**src/rtl/rr_arbiter_8.sv**
```systemverilog
// Round-robin arbiter for one shared 8-way resource; grant is held while the owner keeps requesting.
// Define ARB_TIMEOUT_EN to preempt an owner that has held for MAX_HOLD cycles while others wait.
module rr_arbiter_8 #(
  parameter int unsigned MAX_HOLD = 16
) (
  input  logic       clk,
  input  logic       rst_n,
  input  logic       ena,
  input  logic [7:0] req,
  output logic [7:0] gnt,
  output logic [2:0] gnt_idx,
  output logic       busy
);

  localparam int unsigned N      = 8;
  localparam int unsigned IDX_W  = 3;
  localparam int unsigned HOLD_W = 8;

  typedef enum logic {IDLE = 1'b0, GRANT = 1'b1} state_t;

  state_t            state_q, state_d;
  logic [IDX_W-1:0]  idx_d;
  logic [HOLD_W-1:0] hold_q, hold_d;
  logic              preempt;
  logic [IDX_W-1:0]  pick_req;
  logic [IDX_W-1:0]  pick_pre;

  // First set bit of vec, searching upward from base+1 and wrapping; base itself is checked last.
  function automatic logic [IDX_W-1:0] rr_pick(input logic [IDX_W-1:0] base,
                                               input logic [N-1:0] vec);
    logic [IDX_W-1:0] pick;
    logic [IDX_W-1:0] cand;
    pick = base;
    for (int k = N; k >= 1; k--) begin
      cand = base + IDX_W'(k);
      if (vec[cand]) pick = cand;
    end
    return pick;
  endfunction

  assign pick_req = rr_pick(gnt_idx, req);

`ifdef ARB_TIMEOUT_EN
  logic [N-1:0] others;
  assign others   = req & ~(N'(1) << gnt_idx);
  assign pick_pre = rr_pick(gnt_idx, others);
  assign preempt  = (hold_q == HOLD_W'(MAX_HOLD)) && ena && (others != '0);
`else
  assign pick_pre = gnt_idx;
  assign preempt  = 1'b0;
`endif

  // Next-state, next grantee and hold counter.
  always_comb begin
    state_d = state_q;
    idx_d   = gnt_idx;
    hold_d  = hold_q;
    case (state_q)
      IDLE: begin
        if (ena && (req != '0)) begin
          state_d = GRANT;
          idx_d   = pick_req;
          hold_d  = HOLD_W'(1);
        end
      end
      GRANT: begin
        if (req[gnt_idx]) begin
          if (preempt) begin
            idx_d  = pick_pre;
            hold_d = HOLD_W'(1);
          end else if (hold_q != HOLD_W'(MAX_HOLD)) begin
            hold_d = hold_q + HOLD_W'(1);
          end
        end else if (ena && (req != '0)) begin
          idx_d  = pick_req;
          hold_d = HOLD_W'(1);
        end else begin
          state_d = IDLE;
          hold_d  = '0;
        end
      end
      default: begin
        state_d = IDLE;
        hold_d  = '0;
      end
    endcase
  end

  // State register and registered outputs; gnt is the decoded grant index.
  always_ff @(posedge clk) begin
    if (!rst_n) begin
      state_q <= IDLE;
      hold_q  <= '0;
      gnt     <= '0;
      gnt_idx <= IDX_W'(7);
      busy    <= 1'b0;
    end else begin
      state_q <= state_d;
      hold_q  <= hold_d;
      gnt_idx <= idx_d;
      busy    <= (state_d == GRANT);
      gnt     <= (state_d == GRANT) ? (N'(1) << idx_d) : '0;
    end
  end

endmodule

```
**config.mk**
```make
export PLATFORM = sky130hd
export DESIGN_NAME = rr_arbiter_8
export DESIGN_NICKNAME = d
export VERILOG_FILES = /design/src/rtl/rr_arbiter_8.sv
export SDC_FILE = /design/constraint.sdc
export NUM_CORES = 1
export LEC_CHECK = 0
export CAP_MARGIN = 20
export CORE_ASPECT_RATIO = 0.8
export CORE_MARGIN = 2
export CORE_UTILIZATION = 46
export CTS_BUF_LIST = sky130_fd_sc_hd__clkbuf_4
export DETAILED_ROUTE_END_ITERATION = 8
export PLACE_DENSITY = 0.72
export SLEW_MARGIN = 0
export SYNTH_ARGS = -nofsm -noshare
export SYNTH_HDL_FRONTEND = slang
export SYNTH_SLANG_ARGS = --single-unit
```
**constraint.sdc**
```tcl
create_clock -name clk -period 3.4 [get_ports clk]
set_clock_uncertainty 0.1 [all_clocks]
set_input_delay 0.85 -clock clk [delete_from_list [all_inputs] [get_ports clk]]
set_output_delay 0.85 -clock clk [all_outputs]
set_load 0.005 [all_outputs]
```
======== Word-level counts from Yosys, hierarchy flattened ========
Index checks and enable logic that the tools add are counted.
operators by class
  add/subtract/negate cells ............... 7
  $lt $le $gt $ge ......................... 8
  shifts and indexed selects .............. 1
  mux-type cells .......................... 29
  bitwise logic cells ..................... 1
  reduce and logical (&&, ||, !) cells .... 3
operators with widths
  operator               count
  $lt A3 B4 Y1 const B   8
  $mux W3                9
  $bmux W1 S3            8
  $add A3 B3 Y3 const B  4
  $mux W1                10
  $reduce_bool A8 Y1     1
  $shl A1 B3 Y8 const A  1
  $add A3 B2 Y3 const B  2
  $pmux W3 S2            1
  $add A3 B1 Y3 const B  1
  $pmux W1 S2            1
  $reduce_and A2 Y1      1
  $logic_and A1 B1 Y1    1
  $not A1 Y1             1
storage, ports and cells
  register bits after elaboration ......... 12
  bits of input ports ..................... 11
  output and inout port bits .............. 12

======== Longest topological paths before layout ========
Gate-level depths: netlist of the first run.
  depth after elaboration ................. 14
  gate-level depth with buffers ........... 12
  gate-level depth less buffers ........... 9

======== Least setup slack after synthesis of the first run ========
OpenSTA, ideal clock, no wires.
  kind .................................... register to register
  start ................................... register gnt_idx[1]
  end ..................................... register gnt[3]
  data arrival time ....................... 2.740 ns
  path slack .............................. 0.436 ns
  stages on the path, launching flop included .. 13
  buffers on the path ..................... 3
  cell sequence ........................... dfxtp_1 buf_2 buf_2 inv_1 ha_1 buf_2 mux4_2 mux2_4 nand2_1 nor2_1 a2111oi_4 o21a_1 nor3_1
on the way
  word-level cells in the longest chain between the ends .. 14
  elaborated cells between the ends (all ways) .. 37
  classes of those cells .................. add/sub (7); shift (1); mux (28); reduce/logical (1)
ends and longest elaborated chain
  item                           line    source
  from (decl)                    11      output logic [2:0] gnt_idx,
  from (signal assigned)         100     gnt_idx <= idx_d;
  $add A3 B3 Y3                  35      cand = base + IDX_W'(k);
  $bmux W1 S3                    36      if (vec[cand]) pick = cand;
  $mux W1 (implied by the code)  36
  $mux W3 (7 in series)          36
  $mux W3                        60, 74
  $mux W3                        67      if (req[gnt_idx]) begin
  $pmux W3 S2                    58      case (state_q)
  $shl A1 B3 Y8                  102     gnt <= (state_d == GRANT) ? (N'(1) << idx_d) : '0;
  to (signal assigned)           102
  to (decl)                      10      output logic [7:0] gnt,
Parallel ways exist; a longest one is shown, timed or not. The select of a mux whose other input is x is not followed.
A chain may end at the register's enable or synchronous reset.

======== Worst setup path in the final report of the first run ========
  start ................................... input port req[6]
  end ..................................... register gnt[7]
on the way
  word-level cells in the longest chain between the ends .. 13
  elaborated cells between the ends (all ways) .. 33
  classes of those cells .................. shift (1); mux (29); reduce/logical (3)
ends and longest elaborated chain
  item                           line    source
  from (decl)                    9       input logic [7:0] req,
  $bmux W1 S3                    36
  $mux W1 (implied by the code)  36
  $mux W3 (7 in series)          36
  $mux W3                        60, 74
  $mux W3                        67
  $pmux W3 S2                    58
  $shl A1 B3 Y8                  102
Parallel ways exist; a longest one is shown, timed or not. The select of a mux whose other input is x is not followed.

==> results.toml, run 1 <==
[placed_design]
io_buffers = 22
place_congestion = 0.9052
dpl-instance-area_um2 = 1415
dp_hpwl_um = 2294
placedCellCount = 179

[cts]
cts_buffer_depth = 2
hold_buffers = 0
path_clk_slew_ps = 70
cts_tree = "built"
htreeDepth = 1
insertion_delay_ps = 280
clockRootBuffer = "clkbuf_4"
post-cts-setup-buffers = 0
clock_sinks = 12
cts-resized-gates = 0
numCtsBuffers = 3

[logic_synthesis]
synth_xor_area_share_pct = 5.838
synth.avg_cell_area_um2 = 9.409
synthSimpleGateAreaFrac_pct = 16.65
async_flop_share_pct = 0
synthFlopType = "dfxtp_1"
synth_area_um2 = 1157
synth_compound_area_share_pct = 21.73
netlist_instances = 123
synth_top_area_share_pct = 20.76
yosys.area.top_type = "dfxtp_1"
synth-seq-area-share_pct = 20.76
ys_warn_count = 0
synth_area_leaders = "dfxtp_1, mux4_1, mux4_2"
yosysUniqueCellTypes = 40
syn_nets = 136
synth_top_family_by_area = "multiplexers"
synthMuxAreaShare_pct = 28.32
synth_seq_cells = 12
synth_fa_ha_area_share_pct = 2.162
synth_edf_count = 0

[detailed_routing]
wl_per_cell_um = 15.79
vias_per_cell = 5.967
num_vias = 1092
firstDrtPassIters = 4
drt_iter0_drc = 69
ant_nets = 0
drc = 0
totalWireLength_um = 2889

[layout]
fin_util_pct = 59.50
drive_above_1_share_pct = 14.29
stdcell_count = 183
stdcell_area_um2 = 1441
layout_common_cells = "clkdlybuf4s50_1, nand2_1, dfxtp_1"
final_common_cell = "clkdlybuf4s50_1"
syn_to_final_growth_pct = 24.54
antenna_cells = 0
nNetsFinal = 161

[job]
max_cap_viol_count = 0

[floorplanning]
fp.dieW_um = 60.08
io_pins = 23
core_region_area_um2 = 2422
floorplan.initialDensity_pct = 47.78
die-area_um2 = 2936
die-height_um = 48.87
num_rows = 16

[timing]
finalCriticalPeriod_ps = 3203
rsz0062_at_grt = "false"
worst_pin_slew_ps = 568.5
fin_crit_sh_pct = 94.21
hold_viol = 0
slew_headroom_pct = 62.05
finalSetupViolations = 0
final_max_slew_viol_count = 0
fmax_mhz = 312.2

[critical_path]
cp_data_required_time_ps = 3460
crit_end = "gnt[7]"
reg2regPathDepth = 9
cp-end-kind = "flip-flop"
r2r_start = "gnt_idx[0]"
crit_start = "req[6]"
slowest_delay_ps = 650
rrSetupSlack_ps = 530
r2r-end = "gnt[7]"
crit_type = "input pin to flip-flop"
startpoint_type = "input pin"
cp_max_fo = 6
cp_slowest_cell = "mux4_1"
crit_chain = "clkdlybuf4s50_1 > mux4_1 > nand2_1 > a21boi_0 > nor2b_1 > mux2i_1 > o21a_1 > nor3_1"
critPathArrivalTime_ps = 3260

[global_route]
grt_pass1_vias = 1027
grt_overflow = 0
grt_first_pass_wirelength_um = 5099
antenna_found_initial = 0
grt_max_degree = 19
grt_usage_pct = 22.49

[status]
outcome = "complete, no violations"

[hold_path]
hold_class = "flip-flop to flip-flop"

[pwr]
vdd_drop_max_mv = 0.4097
p_leak_nw = 0.5675
finalPower_mw = 1.287
power.density_nw_per_um2 = 893.0
==> logic make-up after synthesis <==
kind of cell	Yosys count
and+or+nand+nor	42
AOI/OAI and AO/OA	31
muxes	19
DFF	12
buffers and inverters	11
xor gates and xnor gates	6
adders and majority gates	2
==> cells in the mapped netlist, types with 3 or more instances <==
library cell and count:
o21ai_0 3, nor3_1 8, buf_2 3, o21a_1 3, dfxtp_1 12, a221oi_1 3
nor2_1 6, a211oi_1 3, nand2_1 17, xnor2_1 3, a21oi_1 5, inv_1 6
mux4_1 5, mux2i_1 8, mux4_2 4, o21ai_2 3
==> cell type report <==
type,count,area (µm²)
well taps,36,45.04
inverters,6,22.52
flip-flops and latches,12,240.2
repair buffers,25,242.7
clock buffers,3,22.52
multi-input cells,100,864.6
fillers,217,980.9
clock inverters,1,3.754
==> flip-flops by register name, indices dropped and copies added, names as in the netlist <==
| name | flops |
|---|---|
| gnt | 8 |
| gnt_idx | 3 |
| state_q | 1 |
==> stage by stage <==
stage	hold WS (ps)	setup slack [ps]	setup TNS [ps]
finish	632.4	196.9	0
detailed placement	627.9	-88.38	-460.5
global route	689.0	58.04	0
floorplan	592.0	435.8	0
CTS	650.6	202.3	0
global placement	614.9	-27.77	-102.9
==> metal layers <==
metal | vias to the layer above | wire, µm | GRT usage (%)
li1 | 526 | - | -
met1 | 528 | 1436 | 36.38
met2 | 35 | 1313 | 31.34
met3 | 3 | 128 | 4.775
met4 | 0 | 11 | 2.222
met5 | - | 0 | 0
==> worst min-delay path by stage <==
stage,slack [ps],cells past startpoint,end,from
finish,630,3,gnt_idx[0],gnt_idx[0]
global route,690,2,state_q,state_q
CTS,650,3,gnt_idx[0],gnt_idx[0]
detailed placement,630,3,gnt_idx[0],gnt_idx[0]
global placement,610,3,gnt_idx[0],gnt_idx[0]
floorplan,590,2,state_q,state_q
==> report_power, final <==
part	leakage, nW	internal, mW	total [mW]	switching (mW)
Sequential	0.0981	0.182	0.213	0.0313
Clock	0.0154	0.0426	0.0909	0.0483
Combinational	0.454	0.447	0.983	0.536
Total	0.568	0.671	1.29	0.616
==> worst max-delay path, delay by kind of cell <==
kind | cells | cell delay (ps)
muxes | 2 | 960
buffers and inverters | 1 | 510
and+or+nand+nor | 3 | 550
AOI/OAI and AO/OA | 2 | 390
Note: power is estimated with default switching activity, not from simulation.
==> run 2, diff against run 1 <==
--- a/config.mk
+++ b/config.mk
@@ -7,7 +7,7 @@
 export LEC_CHECK = 0
 export CAP_MARGIN = 20
 export CORE_ASPECT_RATIO = 0.8
-export CORE_MARGIN = 2
+export CORE_MARGIN = 4
 export CORE_UTILIZATION = 46
 export CTS_BUF_LIST = sky130_fd_sc_hd__clkbuf_4
 export DETAILED_ROUTE_END_ITERATION = 8
==> results.toml, run 2 (same netlist as run 1, synthesis figures left out) <==
[cts]
cts-resized-gates = 0
htreeDepth = 1
numCtsBuffers = 3
path_clk_slew_ps = 60
hold_buffers = 0
clockRootBuffer = "clkbuf_4"
cts_buffer_depth = 2
insertion_delay_ps = 270
cts_tree = "built"
clock_sinks = 12
post-cts-setup-buffers = 0

[layout]
syn_to_final_growth_pct = 24.65
layout_common_cells = "clkdlybuf4s50_1, nand2_1, dfxtp_1"
final_common_cell = "clkdlybuf4s50_1"
fill_cells = 197
stdcell_count = 181
top_register = "gnt"
fin_util_pct = 63.53
antenna_cells = 0
multiInputGateArea_um2 = 864.6
nNetsFinal = 162
largest_register_ffs = 8
drive_above_1_share_pct = 14.97
top_regs = "gnt: 8 flops, gnt_idx: 3 flops, state_q: 1 flops"
regArea_um2 = 240.2

[global_route]
grt_overflow = 0
grt_first_pass_wirelength_um = 4919
grt_usage_pct = 18.81
grt_max_degree = 19
antenna_found_initial = 0
grt_pass1_vias = 1040

[detailed_routing]
drc = 0
vias_per_cell = 6.000
drt_iter0_drc = 69
firstDrtPassIters = 4
num_vias = 1086
ant_nets = 0
totalWireLength_um = 2874
wl_per_cell_um = 15.88

[timing]
hold_viol = 0
finalCriticalPeriod_ps = 3224
worst_pin_slew_ps = 554.1
final_max_slew_viol_count = 0
rsz0062_at_grt = "false"
fin_crit_sh_pct = 94.83
fmax_mhz = 310.1
tns_ps = 0
setup_slack_ps = 175.7
finalSetupViolations = 0
slew_headroom_pct = 63.01

[pwr]
finalPower_mw = 1.289
p_leak_nw = 0.5709
power.density_nw_per_um2 = 893.4
vdd_drop_max_mv = 0.3975

[floorplanning]
die-height_um = 52.87
floorplan.initialDensity_pct = 50.96
core_region_area_um2 = 2271
die-area_um2 = 3388
fp.dieW_um = 64.08
num_rows = 15
io_pins = 23

[placed_design]
dp_slack_ps = -58.75
dp_hpwl_um = 2287
placedCellCount = 178
io_buffers = 22
place_congestion = 0.9902

[status]
outcome = "complete, no violations"

[critical_path]
slowest_delay_ps = 630
cp-end-kind = "flip-flop"
startpoint_type = "input pin"
critPathArrivalTime_ps = 3270
crit_chain = "clkdlybuf4s50_1 > mux4_1 > mux2i_1 > o32a_1 > a211oi_2 > a2111oi_4 > o21a_1 > nor3_1"
cp_slowest_cell = "mux4_1"
cp_max_fo = 7
cp_data_required_time_ps = 3450
crit_type = "input pin to flip-flop"

[hold_path]
hold_class = "flip-flop to flip-flop"

[job]
max_cap_viol_count = 0
## run 2: worst max-delay path, delay by kind of cell
kind	cells	cell delay (ps)
AO/OA/AOI/OAI	4	890
buffers and inverters	1	500
multiplexers	2	930
AND/OR/NAND/NOR	1	90
## run 2: per-stage QoR
| stage | hold slack (ps) | cell area, µm² |
|---|---|---|
| final | 623.1 | 1443 |
| after global routing | 691.6 | 1443 |
| after floorplan | 592.0 | 1157 |
| after global placement | 610.4 | 1420 |
| after CTS | 641.5 | 1443 |
| after detailed placement | 623.4 | 1420 |
## run 2: final timing paths
| kind | start | endpoint | slack [ps] | cells past startpoint |
|---|---|---|---|---|
| worst max-delay path | req[2] | gnt[3] | 180 | 8 |
| worst min-delay path | gnt_idx[0] | gnt_idx[0] | 620 | 3 |
| worst max register to register | gnt_idx[0] | gnt[3] | 520 | 9 |
| worst min register to register | gnt_idx[0] | gnt_idx[0] | 620 | 3 |
## run 2: layer usage
metal / GRT usage, % / vias to the layer above / part of all wire [%]
met4: 3.226 / 0 / 0.28
met5: 0 / - / 0
met2: 26.76 / 43 / 43
met3: 3.397 / 2 / 5.6
met1: 29.26 / 512 / 51
li1: - / 529 / -
## run 2: final cells by class
cell class                      count  share of cell area (%)
Inverter                            6                   1.561
Multi-Input combinational cell    100                   59.93
Timing Repair Buffer               26                   17.35
Sequential cell                    12                   16.65
Tap cell                           34                   2.949
Clock buffer                        3                   1.561
## run 2: power breakdown
group / leakage (nW) / switching, mW / internal [mW] / total [mW]
combinational: 0.459 / 0.546 / 0.450 / 0.996
sequential: 0.0981 / 0.0292 / 0.182 / 0.211
clock: 0.0138 / 0.0413 / 0.0410 / 0.0822
total: 0.571 / 0.616 / 0.673 / 1.29
==> run 3, diff against run 2 <==
--- a/config.mk
+++ b/config.mk
@@ -5,13 +5,14 @@
 export SDC_FILE = /design/constraint.sdc
 export NUM_CORES = 1
 export LEC_CHECK = 0
+export ABC_AREA = 1
 export CAP_MARGIN = 20
 export CORE_ASPECT_RATIO = 0.8
 export CORE_MARGIN = 4
 export CORE_UTILIZATION = 46
 export CTS_BUF_LIST = sky130_fd_sc_hd__clkbuf_4
 export DETAILED_ROUTE_END_ITERATION = 8
-export PLACE_DENSITY = 0.72
+export PLACE_DENSITY = 0.73
 export SLEW_MARGIN = 0
 export SYNTH_ARGS = -nofsm -noshare
 export SYNTH_HDL_FRONTEND = slang
==> results.toml, run 3 <==
[global_route]
grt_first_pass_wirelength_um = 4609
antenna_found_initial = 0
grt_max_degree = 13
grt_overflow = 0
grt_pass1_vias = 1008
grt_usage_pct = 19.62

[layout]
fin_util_pct = 60.75
drive_above_1_share_pct = 15.15
stdcell_area_um2 = 1323
top_register = "gnt"
final_common_cell = "nand2_1"
top_regs = "gnt: 8 flops, gnt_idx: 3 flops, state_q: 1 flops"
largest_register_ffs = 8
antenna_cells = 0
nNetsFinal = 212
fill_cells = 211
syn_to_final_growth_pct = 24.35
layout_common_cells = "nand2_1, nand3_1, clkdlybuf4s50_1"

[timing]
hold_viol = 0
fmax_mhz = 391.6
slew_headroom_pct = 60.01
finalSetupViolations = 0
fin_crit_sh_pct = 75.10
setup_slack_ps = 846.6
rsz0062_at_grt = "false"
final_max_slew_viol_count = 0
worst_pin_slew_ps = 599.0
finalCriticalPeriod_ps = 2553
tns_ps = 0

[floorplanning]
floorplan.initialDensity_pct = 48.85
core_region_area_um2 = 2177
die-height_um = 51.01
die-area_um2 = 3150
num_rows = 15
fp.dieW_um = 61.76
io_pins = 23

[detailed_routing]
num_vias = 1149
vias_per_cell = 5.152
wl_per_cell_um = 12.50
drt_iter0_drc = 40
totalWireLength_um = 2788
firstDrtPassIters = 4
drc = 0
ant_nets = 0

[placed_design]
dp_hpwl_um = 2307
dpl-instance-area_um2 = 1296
dp_slack_ps = 595.6
place_congestion = 0.8948
io_buffers = 22

[pwr]
power.density_nw_per_um2 = 1211
seqPwrFrac_pct = 13.3
clockPowerShare_pct = 5.7
finalPower_mw = 1.602
intPower_mw = 0.6915
combPwrFrac_pct = 81.1
p_leak_nw = 0.6713
swShare_pct = 56.83
p_sw_mw = 0.9104
vdd_drop_max_mv = 0.6303

[job]
max_cap_viol_count = 0

[logic_synthesis]
netlist_instances = 173
synth_common_cells = "nand2_1, nand3_1, inv_1, nor2_1, dfxtp_1"
async_flop_share_pct = 0
synth_area_um2 = 1064
synth_seq_cells = 12
yosysUniqueCellTypes = 21
synth-seq-area-share_pct = 22.59
synth_edf_count = 0
synth_top_area_share_pct = 22.59
synth_area_leaders = "dfxtp_1, nand2_1, nand3_1"
synthFlopType = "dfxtp_1"
yosysMostFrequentCell = "nand2_1"
ys_warn_count = 0
yosys.area.top_type = "dfxtp_1"
synth.avg_cell_area_um2 = 6.148
syn_nets = 186

[cts]
post-cts-setup-buffers = 0
path_clk_slew_ps = 70
cts_buffer_depth = 2
clockRootBuffer = "clkbuf_4"
htreeDepth = 1
numCtsBuffers = 3
clock_sinks = 12
cts-resized-gates = 0
hold_buffers = 0
cts_tree = "built"
insertion_delay_ps = 270

[critical_path]
r2r-end = "gnt[4]"
rrSetupSlack_ps = 860
reg2regPathDepth = 19
cp_max_fo = 4
crit_chain = "clkdlybuf4s50_1 > nand2_1 > nand3_1 > nand2_1 > inv_1 > nand2_1 > nand2_2 > nor2_1 > nand2_1 > nand2_1 > nand2_1 > nand2_1 > nand2_1 > nand2_1 > nand2_1 > nand3_1 > nor2_1"
slowest_delay_ps = 510
crit_top_cell = "nand2_1"
cp_slowest_cell = "clkdlybuf4s50_1"
startpoint_type = "input pin"
r2r_start = "gnt_idx[1]"
cp_data_required_time_ps = 3510
critPathArrivalTime_ps = 2660
cp-end-kind = "flip-flop"
crit_type = "input pin to flip-flop"

[status]
outcome = "complete, no violations"

[hold_path]
min-delay-start = "state_q"
min_delay_path_depth = 2
holdPathEnd = "gnt_idx[2]"
hold_class = "flip-flop to flip-flop"
==> run 3: cell count changes in the layout (fill, tap and decap cells not counted), sizes merged, moves of 6 or more <==
cell,previous run,this run
nor2,7,13
mux2i,8,0
nand3,2,38
nor3,8,0
nand2,17,67
o21ai,6,0
inv,6,23
mux4,9,0
==> run 3: worst max-delay path by stage <==
stage / endpoint / startpoint / slack [ps] / cells after the start
after floorplan: gnt[1] / gnt_idx[1] / 1280 / 17
after global placement: gnt[0] / req[7] / 570 / 17
after detailed placement: gnt[0] / req[5] / 600 / 17
after CTS: gnt_idx[2] / gnt_idx[2] / 850 / 1
after global routing: gnt[0] / req[5] / 600 / 17
final: gnt[0] / req[7] / 850 / 17
==> run 3: cells by family after synthesis <==
kind of cell | after synthesis | share of synthesized area, %
flip-flops | 12 | 22.59
AO/OA/AOI/OAI | 9 | 6.001
AND/OR/NAND/NOR | 121 | 52.35
XOR/XNOR | 3 | 4.942
buffers and inverters | 26 | 11.76
adder cells (fa/ha/maj) | 2 | 2.353
==> run 3: per-stage QoR <==
step	cells	hold slack (ps)
2_1_floorplan	173	444.3
3_3_place_gp	219	467.4
3_5_place_dp	219	470.8
4_1_cts	223	496.1
5_1_grt	223	527.9
6_report	223	491.5
==> run 3: layer usage <==
metal | vias up | track usage (%) | wire length (µm)
met4 | 0 | 3.180 | 0
met3 | 0 | 3.283 | 193
met1 | 516 | 29.31 | 1344
met2 | 34 | 29.62 | 1251
li1 | 599 | - | -
met5 | - | 0 | 0
==> run 3: power by group through the flow <==
stage	Combinational, mW	Sequential [mW]	Clock (mW)
2_1_floorplan	1.03	0.204	0
3_3_place_gp	1.25	0.214	0
3_5_place_dp	1.28	0.216	0
4_1_cts	1.29	0.212	0.0917
5_1_grt	1.45	0.216	0.0985
6_report	1.30	0.212	0.0906
==> run 3: cell type report <==
class | count | area, µm² | share of cell area [%]
repair buffers | 24 | 235.2 | 17.79
clock inverters | 1 | 3.754 | 0.2838
flip-flops and latches | 12 | 240.2 | 18.16
clock buffers | 3 | 22.52 | 1.703
multi-input cells | 135 | 698.2 | 52.79
well taps | 25 | 31.28 | 2.365
inverters | 23 | 91.34 | 6.906
==> run 3: critical path, delay by kind of cell <==
family,cells,cell delay [ps]
and+or+nand+nor,15,1200
buffers and inverters,2,600
